**config.mk**
```make
export PLATFORM = sky130hd
export DESIGN_NAME = pipe_reg_chain
export DESIGN_NICKNAME = d
export VERILOG_FILES = /design/src/rtl/pipe_reg_chain.sv
export SDC_FILE = /design/constraint.sdc
export NUM_CORES = 1
export LEC_CHECK = 0
export CAP_MARGIN = 20
export CORE_MARGIN = 10
export CORE_UTILIZATION = 37
export DETAILED_ROUTE_END_ITERATION = 10
export PLACE_DENSITY = 0.69
export RECOVER_POWER = 25
export SLEW_MARGIN = 10
export SYNTH_ARGS = -nofsm -noshare
export SYNTH_HDL_FRONTEND = slang
export SYNTH_SLANG_ARGS = --single-unit
```
**constraint.sdc**
```tcl
create_clock -name clk -period 2.7 [get_ports clk]
set_input_delay 0.54 -clock clk [delete_from_list [all_inputs] [get_ports clk]]
set_output_delay 0.54 -clock clk [all_outputs]
set_load 0.005 [all_outputs]
```
**src/rtl/pipe_reg_chain.sv**
```systemverilog
// pipe_reg_chain: multi-stage pipeline register with valid/ready flow control.
//
// A chain of DEPTH register stages, each holding a valid bit and a data word.
// Stage 0 is fed from the upstream port and the last stage drives the downstream
// port. An empty stage always loads, so bubbles collapse toward the output and
// full throughput is kept under backpressure. The ready chain is purely
// combinational; there is no skid buffer.
//
// Ports:
//   clk        rising-edge clock
//   rst_n      asynchronous active-low reset
//   flush      synchronous clear of every stage valid bit
//   in_valid   upstream data valid
//   in_ready   block can accept in_data this cycle
//   in_data    upstream data
//   out_valid  out_data valid
//   out_ready  downstream accepts out_data
//   out_data   data of the last stage
//   occupancy  registered count of valid stages (0..DEPTH)
module pipe_reg_chain #(
    parameter int unsigned  WIDTH = 16,
    parameter int unsigned  DEPTH = 4,
    localparam int unsigned CNTW  = $clog2(DEPTH + 1)
) (
    input  logic             clk,
    input  logic             rst_n,
    input  logic             flush,
    input  logic             in_valid,
    output logic             in_ready,
    input  logic [WIDTH-1:0] in_data,
    output logic             out_valid,
    input  logic             out_ready,
    output logic [WIDTH-1:0] out_data,
    output logic [CNTW-1:0]  occupancy
);

    logic [DEPTH-1:0] v_q;
    logic [WIDTH-1:0] d_q [DEPTH];
    logic [CNTW-1:0]  occ_q;

    logic [DEPTH-1:0] adv;
    logic [DEPTH-1:0] src_v;
    logic [WIDTH-1:0] src_d [DEPTH];
    logic             tail_full;
    logic             in_xfer;
    logic             out_xfer;

    // A stage may advance unless it and every stage after it are full while
    // the output is stalled. Written without self-reference so the ready
    // chain is a plain AND-reduction per stage.
    always_comb begin
        adv       = '0;
        tail_full = 1'b1;
        for (int i = 0; i < DEPTH; i++) begin
            tail_full = 1'b1;
            for (int j = i; j < DEPTH; j++) begin
                tail_full = tail_full & v_q[j];
            end
            adv[i] = ~tail_full | out_ready;
        end
    end

    // Load source of each stage: the upstream port for stage 0, the previous
    // stage otherwise.
    always_comb begin
        src_v    = '0;
        src_v[0] = in_valid;
        src_d[0] = in_data;
        for (int i = 1; i < DEPTH; i++) begin
            src_v[i] = v_q[i-1];
            src_d[i] = d_q[i-1];
        end
    end

    assign in_ready  = adv[0] & ~flush;
    assign out_valid = v_q[DEPTH-1] & ~flush;
    assign out_data  = d_q[DEPTH-1];
    assign occupancy = occ_q;

    assign in_xfer  = in_valid & in_ready;
    assign out_xfer = out_valid & out_ready;

    always_ff @(posedge clk or negedge rst_n) begin
        if (!rst_n) begin
            v_q   <= '0;
            occ_q <= '0;
            for (int i = 0; i < DEPTH; i++) begin
                d_q[i] <= '0;
            end
        end else if (flush) begin
            // Data words are left untouched so out_data keeps its last value.
            v_q   <= '0;
            occ_q <= '0;
        end else begin
            for (int i = 0; i < DEPTH; i++) begin
                if (adv[i]) begin
                    v_q[i] <= src_v[i];
                    // Data only moves with a valid item; bubbles keep old data.
                    if (src_v[i]) begin
                        d_q[i] <= src_d[i];
                    end
                end
            end
            occ_q <= occ_q + CNTW'(in_xfer) - CNTW'(out_xfer);
        end
    end

endmodule

```
==> summary.txt, run 1 <==
net count after synthesis = 216
#FFs+latches synth = 71
clk_lat worst skew = 0.34 ns
antenna violations before repair = 0
Top Ports = 42
routed vias/inst = 4.52
Synth area leaders = dfrtp_1, mux2_2, mux2_4
Num CTS Buffers = 9
CP Launch Type = primary input
Worst Hold Class = flop to flop
Max Clock Freq = 413 MHz
clk_skew = 0.00959 ns
CP Class = primary input to output pin
DRC viols = 0
final period utilization = 89.6%
Reg area = 1780 µm²
fillers = 714
CP required = 2.16 ns
post-synthesis cell type count = 25
Mapped Area = 3010 µm²
Multi-input gate area = 992 µm²
maximum vdd ir drop = 0.248 mV
clock root cell = clkbuf_8
RSZ-0062 raised after global routing = false
post-DP HPWL = 3.25 mm
vias in the first global route = 1,552
initial core utilization = 38.5%
most frequent cells in the layout = dfrtp_1, mux2_2, clkdlybuf4s50_1
CP endpoint kind = output pin
layout cells sized above 1 = 38.6%
max-slew violation count = 72
# port buffers = 41
Worst Tran Pin Value = 1.71 ns
setup TNS = 0 ns
GRT Util Overall = 8.50%
YS warnings = 0
setup violators final = 0
Chip Width = 110 µm
CTS Sinks = 71
die area = 12,100 µm²
area leader, netlist = dfrtp_1
clock slew at reported path FFs = 0.08 ns
CP startpoint = out_ready
R2R depth = 10
placed cell areas = 3360 µm²
area grow syn2layout = 18.3%
GRT overflow = 0
Nets = 247
TritonCTS clock tree = yes
Routed Antenna Nets = 0
Max-Cap Viols = 1
Final min period = 2.42 ns
RR Endpoint = occupancy[2]
Core ar. = 7810 µm²
worst-path maximum fanout = 3
clock buffer depth = 2
number of setup buffers added after CTS = 0
pin count of the biggest net entering global routing = 72
crit path capture = in_ready
Resize count post-CTS = 0
first-pass GRT wire length = 7.72 mm
Yosys top cell area share = 59.0%
ANT cells = 0
Rows = 32
DRT Pass-1 Iters = 4
Slew HR = -13.7%
CTS H-tree lvls = 3
hold buffers post-CTS = 0
syn_area_per_cell = 15.7 µm²
Leakage = 1.61 nW
R2R Setup Slk = 0.70 ns
mean routed wirelength per cell = 14.4 µm
R2R Path Start = v_q[3]
outcome = finished, violations left
Mapped Cells = 192
Power Density = 832 nW/µm²
WL final = 4.74 mm
Worst EP arrival = 1.88 ns
Final Cell Area = 3560 µm²
post-synthesis sequential area ratio = 59.0%
vias post-DR = 1,493
Final GP Congestion = 0.694
endpoints failing hold = 0
commonest non-fill, non-tap cell in the layout = dfrtp_1
failing checks = capacitance limit, slew limit
Die Ht = 110 µm
starting DRC count in detailed routing = 47
## registers in the layout, indices dropped and copies added, names as in the netlist
| register | cells |
|---|---|
| occupancy | 3 |
| v_q | 4 |
| out_data | 16 |
| d_q | 48 |
## layer usage
metal | share of wire, % | track usage, %
met1 | 44 | 10.2
met3 | 6.5 | 3.60
met5 | 0 | 0
met2 | 48 | 12.6
met4 | 1.8 | 4.95
## cell usage after synthesis, drive strengths merged
| library cell | number |
|---|---|
| fa | 1 |
| and2 | 1 |
| inv | 6 |
| buf | 25 |
| xor2 | 1 |
| nand4 | 1 |
| xnor2 | 1 |
| clkbuf | 1 |
| or3b | 1 |
| mux2 | 64 |
| a311o | 1 |
| a211o | 1 |
| a21oi | 2 |
| nor2 | 6 |
| a41oi | 1 |
| ha | 2 |
| nand2b | 1 |
| dfrtp | 71 |
| a31oi | 1 |
| nor2b | 4 |
## report_power, final
part	internal, mW	switching (mW)
logic	0.464	0.159
clock network	0.425	0.404
registers	1.36	0.148
## kinds of logic (layout without fill, tap and decap cells)
kind of cell	Yosys count	after routing	synth area share [%]
DFF	71	71	59.0
muxes	64	64	26.4
buffers and inverters	32	68	7.98
and+or+nand+nor	14	14	2.74
AOI/OAI and AO/OA	6	6	1.71
adders and majority gates	3	3	1.50
xor gates and xnor gates	2	2	0.582
## critical path, stage by stage
cell and delay [ns]:
clkdlybuf4s50_1 0.45, nor2b_4 0.16, nand4_1 0.13, nor2b_1 0.16
clkdlybuf4s50_1 0.44
## layout make-up
| type | instances | share of cell area (%) |
|---|---|---|
| tap | 102 | 3.59 |
| clock buffer | 9 | 3.48 |
| inverter | 6 | 0.633 |
| timing repair buffer | 46 | 12.4 |
| multi-input combinational | 89 | 27.9 |
| clock inverter | 7 | 2.07 |
| sequential | 71 | 49.9 |
## worst min-delay path by stage
stage                 start          end  cells past startpoint
finish              d_q[57]      d_q[41]                      1
global route        d_q[35]      d_q[19]                      1
CTS                   rst_n      d_q[19]                      1
detailed placement  d_q[22]  out_data[6]                      1
global placement    d_q[35]      d_q[19]                      1
floorplan             rst_n      d_q[16]                      0
## per-stage QoR
stage               power [mW]  util [%]  hold WS, ns  instances  worst slack [ns]
floorplan                 1.98         -        0.244        192             0.206
global placement          2.15      43.1        0.483        314             0.137
detailed placement        2.18      43.1        0.489        314            0.0900
CTS                       3.01      45.6        0.340        330             0.272
global route              3.14      45.6        0.514        330             0.224
finish                    2.96      45.6        0.499        330             0.280
(Power assumes the default switching activity.)
==> run 2: changes to the inputs <==
--- a/config.mk
+++ b/config.mk
@@ -9,7 +9,6 @@
 export CORE_MARGIN = 10
 export CORE_UTILIZATION = 37
 export DETAILED_ROUTE_END_ITERATION = 10
-export PLACE_DENSITY = 0.69
 export RECOVER_POWER = 25
 export SLEW_MARGIN = 10
 export SYNTH_ARGS = -nofsm -noshare
==> constraint.sdc (replaced) <==
create_clock -name clk -period 2.65 [get_ports clk]
set_input_delay 0.53 -clock clk [delete_from_list [all_inputs] [get_ports clk]]
set_output_delay 0.53 -clock clk [all_outputs]
set_load 0.005 [all_outputs]
==> run 2 against run 1 <==
The run still ends with capacitance limit, slew limit left. Flip-flop and latch count is the same. Total power grew 4.0%. Register-to-register slack is essentially flat. Count of clock-buffer cells in the layout grew 2. Utilization grew 0.18 points. Critical path depth grew 1. Combinational power grew 1%. Critical endpoint unchanged. Largest power group unchanged.
==> summary.txt, run 2 (synthesis gave the netlist of run 1 again) <==
crit path capture = in_ready (unchanged)
CP endpoint kind = output pin (unchanged)
Top reg by flops = d_q (unchanged)
ANT cells = 0 (unchanged)
DRT Pass-1 Iters = 3 (was 4)
maximum vdd ir drop = 0.276 mV (was 0.248 mV)
layout cells sized above 1 = 37.9% (was 38.6%)
RSZ-0062 raised after global routing = false (unchanged)
WL final = 4.66 mm (was 4.74 mm)
Worst EP arrival = 2.03 ns (was 1.88 ns)
worst-path maximum fanout = 7 (was 3)
initial core utilization = 38.5% (unchanged)
internal power = 2.41 mW (was 2.25 mW)
final period utilization = 96.4%
CP startpoint = out_ready (unchanged)
Final min period = 2.56 ns
vias in the first global route = 1,571 (was 1,552)
R2R Path Start = v_q[3] (unchanged)
fin cells = 329 (was 330)
CP Class = primary input to output pin (unchanged)
mean routed wirelength per cell = 14.2 µm (was 14.4 µm)
R2R Setup Slk = 0.69 ns (was 0.70 ns)
most frequent cells in the layout = dfrtp_1, mux2_2, clkdlybuf4s50_1 (unchanged)
hold buffers post-CTS = 0 (unchanged)
critical-path cell list = clkdlybuf4s50_1, nor2b_4, buf_4, nand4_1, nor2b_1, clkdlybuf4s50_1 (was clkdlybuf4s50_1, nor2b_4, nand4_1, nor2b_1, clkdlybuf4s50_1)
Max Clock Freq = 391 MHz
combinational fraction of design power = 20.5% (was 21.1%)
Rows = 32 (unchanged)
post-DP HPWL = 3.19 mm (was 3.25 mm)
Placed Cells = 314 (unchanged)
R2R depth = 10 (unchanged)
endpoints failing hold = 0 (unchanged)
Top Ports = 42 (unchanged)
area grow syn2layout = 18.8% (was 18.3%)
clk_lat worst skew = 0.33 ns (was 0.34 ns)
clock slew at reported path FFs = 0.07 ns (was 0.08 ns)
max-slew violation count = 72 (unchanged)
routed vias/inst = 4.48 (was 4.52)
fillers = 685 (was 714)
setup TNS = 0 ns (unchanged)
cell mode on critical path = clkdlybuf4s50_1 (unchanged)
TritonCTS clock tree = yes (unchanged)
Clock power frac = 29.5% (was 28.0%)
DRC viols = 0 (unchanged)
Resize count post-CTS = 0 (unchanged)
CTS Sinks = 71 (unchanged)
Worst Hold Class = flop to flop (unchanged)
clock buffer depth = 2 (unchanged)
CP required = 2.12 ns (was 2.16 ns)
placed cell areas = 3360 µm² (unchanged)
clk_skew = 0.00907 ns (was 0.00959 ns)
commonest non-fill, non-tap cell in the layout = dfrtp_1 (unchanged)
Core ar. = 7810 µm² (unchanged)
max incr delay on CP = 0.52 ns (was 0.45 ns)
number of setup buffers added after CTS = 0 (unchanged)
starting DRC count in detailed routing = 24 (was 47)
Nets = 247 (unchanged)
vias post-DR = 1,474 (was 1,493)
CP Launch Type = primary input (unchanged)
antenna violations before repair = 0 (unchanged)
P_sw = 0.673 mW (was 0.711 mW)
die area = 12,100 µm² (unchanged)
RR Endpoint = occupancy[2] (unchanged)
Worst Tran Pin Value = 1.72 ns (was 1.71 ns)
Leakage = 1.64 nW (was 1.61 nW)
dpl ws = 0.0850 ns (was 0.0900 ns)
failing checks = capacitance limit, slew limit (unchanged)
# port buffers = 41 (unchanged)
clock root cell = clkbuf_8 (unchanged)
Slew HR = -14.5% (was -13.7%)
GRT Util Overall = 8.47% (was 8.50%)
fin worst setup slack = 0.0948 ns (was 0.280 ns)
Power Density = 862 nW/µm² (was 832 nW/µm²)
first-pass GRT wire length = 7.80 mm (was 7.72 mm)
Sequential Power Share = 49.9% (was 50.9%)
pin count of the biggest net entering global routing = 72 (unchanged)
Max-Cap Viols = 1 (unchanged)
Final Cell Area = 3570 µm² (was 3560 µm²)
CTS H-tree lvls = 3 (unchanged)
Routed Antenna Nets = 0 (unchanged)
Die Ht = 110 µm (unchanged)
Sw Share = 21.8% (was 24.0%)
setup violators final = 0 (unchanged)
Largest register FFs = 48 (unchanged)
Crit-path slowest cell = clkdlybuf4s50_1 (unchanged)
Num CTS Buffers = 9 (unchanged)
Final GP Congestion = 0.668 (was 0.694)
outcome = finished, violations left (unchanged)
GRT overflow = 0 (unchanged)
Chip Width = 110 µm (unchanged)
## run 2: cell types whose count changed in the layout (fill, tap and decap cells not counted), sizes merged
| cell | before | now |
|---|---|---|
| clkbuf | 10 | 12 |
| clkinvlp | 4 | 0 |
| bufinv | 1 | 2 |
## run 2: layout make-up
class | instances | area (µm²) | share of cell area [%]
tap | 102 | 128 | 3.57
inverter | 6 | 22.5 | 0.630
multi-input combinational | 89 | 992 | 27.8
clock buffer | 11 | 141 | 3.96
clock inverter | 4 | 70.1 | 1.96
sequential | 71 | 1780 | 49.7
timing repair buffer | 46 | 443 | 12.4
## run 2: worst max-delay path, delay by kind of cell
| kind | cells | cell delay (ns) |
|---|---|---|
| simple gates | 3 | 0.30 |
| buf+inv | 3 | 1.19 |
## run 2: power by group through the flow
| stage | registers (mW) | clock network, mW | logic, mW |
|---|---|---|---|
| final | 1.54 | 0.910 | 0.632 |
| after global routing | 1.58 | 1.00 | 0.693 |
| after CTS | 1.55 | 0.950 | 0.650 |
| after detailed placement | 1.57 | 0 | 0.650 |
| after global placement | 1.55 | 0 | 0.634 |
| after floorplan | 1.51 | 0 | 0.501 |
## run 2: how the worst min path moves through the flow
stage	from	cells after the start	to
after global routing	d_q[17]	1	d_q[17]
after floorplan	rst_n	0	d_q[16]
after CTS	rst_n	1	v_q[3]
after global placement	d_q[33]	1	d_q[17]
final	d_q[63]	1	d_q[47]
after detailed placement	d_q[59]	1	d_q[43]
## run 2: through the flow
step / util [%] / hold WS [ns] / power (mW)
floorplan: - / 0.234 / 2.01
global placement: 43.1 / 0.484 / 2.19
detailed placement: 43.1 / 0.491 / 2.22
CTS: 45.8 / 0.348 / 3.15
global route: 45.8 / 0.521 / 3.28
finish: 45.8 / 0.499 / 3.08
## run 2: routing by layer
layer  share of wire (%)  GRT usage [%]  up-vias
li1                    -              -      710
met1                  45           9.91      733
met2                  48           13.0       29
met3                 6.8           3.77        2
met4                0.94           4.13        0
met5                   0              0        -
==> RTL edit, RTL diff (flow settings as in run 1) <==
`WIDTH`: 16 -> 14.
--- a/src/rtl/pipe_reg_chain.sv
+++ b/src/rtl/pipe_reg_chain.sv
@@ -18,7 +18,7 @@
 //   out_data   data of the last stage
 //   occupancy  registered count of valid stages (0..DEPTH)
 module pipe_reg_chain #(
-    parameter int unsigned  WIDTH = 16,
+    parameter int unsigned  WIDTH = 14,
     parameter int unsigned  DEPTH = 4,
     localparam int unsigned CNTW  = $clog2(DEPTH + 1)
 ) (
Interface: changed (resized in_data and out_data); port bits go from 42 to 38. The function was not compared with the original's and may differ.
==> RTL edit against run 1 <==
- final area down 10%
- power decreased by 9.8%
- sequential power decreased by 12%
- synthesized cell count down 10%
- core utilization increased by 0.80 points
- wire length decreased by 6.3%
- setup slack worse by 27 ps
- sequential cell count decreased by 8
- area after synthesis down 12%
- die area is 10% lower
- count of clock-buffer cells in the layout unchanged
- clock power decreased by 3.9%
- final cell count is 7.6% lower
- highest routed layer unchanged
==> RTL edit: results (changes against run 1) <==
- Status: finished clean
- Net Count, Synth: 194 (-10%)
- Port Buffers: 37 (-9.8%)
- Critical Path AT: 1910 ps (+30 ps)
- Layout Skew: 9.82 ps (+0.221 ps)
- Mean number of vias per cell: 4.49 (-0.86%)
- Min Hold Slack: 473 ps (-25.3 ps)
- Clock Power: 797 µW (-3.9%)
- Path type of the worst min-delay path: in -> async
- Largest net degree at the start of global routing: 40 (-44%)
- Number of global-route vias before repair: 1574 (+1.4%)
- Largest cells by area after synthesis: sky130_fd_sc_hd__dfrtp_1, sky130_fd_sc_hd__mux2_2, sky130_fd_sc_hd__mux2_4
- Routed WL: 4440 µm (-6.3%)
- Placement-stage cell area: 3010 µm² (-11%)
- Layout Area Growth over Synthesis: 20.7%
- Cell Pwr Density: 838 nW/µm² (+0.76%)
- Post-Place Worst Slack: 36.0 ps (-54.0 ps)
- Routability-driven placement congestion ratio: 0.694 (about the same)
- Final worst slack: 252 ps (-27.5 ps)
- Number of placed instances, taps included: 289 (-8.0%)
- Total Nets Final: 226 (-8.5%)
- Leakage Power: 0.00142 µW (-12%)
- Reg power frac: 0.500 (-0.009)
- Total of fill cells in the finished design: 633 (-11%)
- Slowest cell delay on critical path: 470 ps (+20 ps)
- Sequential cell area fraction in the yosys report: 0.597 (+0.00644)
- Combined global-route utilization of all metal layers: 0.0887 (+0.00368)
- Internal: 2020 µW (-10%)
- Initial detailed-routing violation count: 13 (-72%)
- DP HPWL: 3150 µm (-3.0%)
- First-pass GRT wire length: 7720 µm (unchanged)
- Fraction of final layout cells with drive strength greater than 1: 0.383 (-0.00319)
- Maximum vdd ir drop: 0.260 mV (+4.8%)
- Top cells by count, synth: sky130_fd_sc_hd__dfrtp_1, sky130_fd_sc_hd__mux2_2, sky130_fd_sc_hd__buf_4, sky130_fd_sc_hd__mux2_4
- Final Instance Count excl. Fillers: 305 (-7.6%)
RTL edit: logic make-up (layout without fill, tap and decap cells):
group                      Yosys count  count (layout)  share of synthesized area
and+or+nand+nor                     14              14                     0.0313
AOI/OAI and AO/OA                    6               6                     0.0194
xor gates and xnor gates             2               2                    0.00663
DFF                                 63              63                      0.597
adders and majority gates            3               3                     0.0171
buffers and inverters               28              65                     0.0758
muxes                               56              56                      0.253
RTL edit: layout make-up:
class | instances | area share
flip-flops and latches | 63 | 0.495
multi-input cells | 81 | 0.271
clock inverters | 7 | 0.0228
well taps | 96 | 0.0377
clock buffers | 9 | 0.0389
repair buffers | 43 | 0.128
inverters | 6 | 0.00707
RTL edit: per-layer routing:
metal,track usage,up-vias,share of wire
li1,-,637,-
met1,0.0957,701,0.41
met2,0.150,23,0.53
met3,0.0260,7,0.039
met4,0.0537,0,0.022
met5,0,-,0
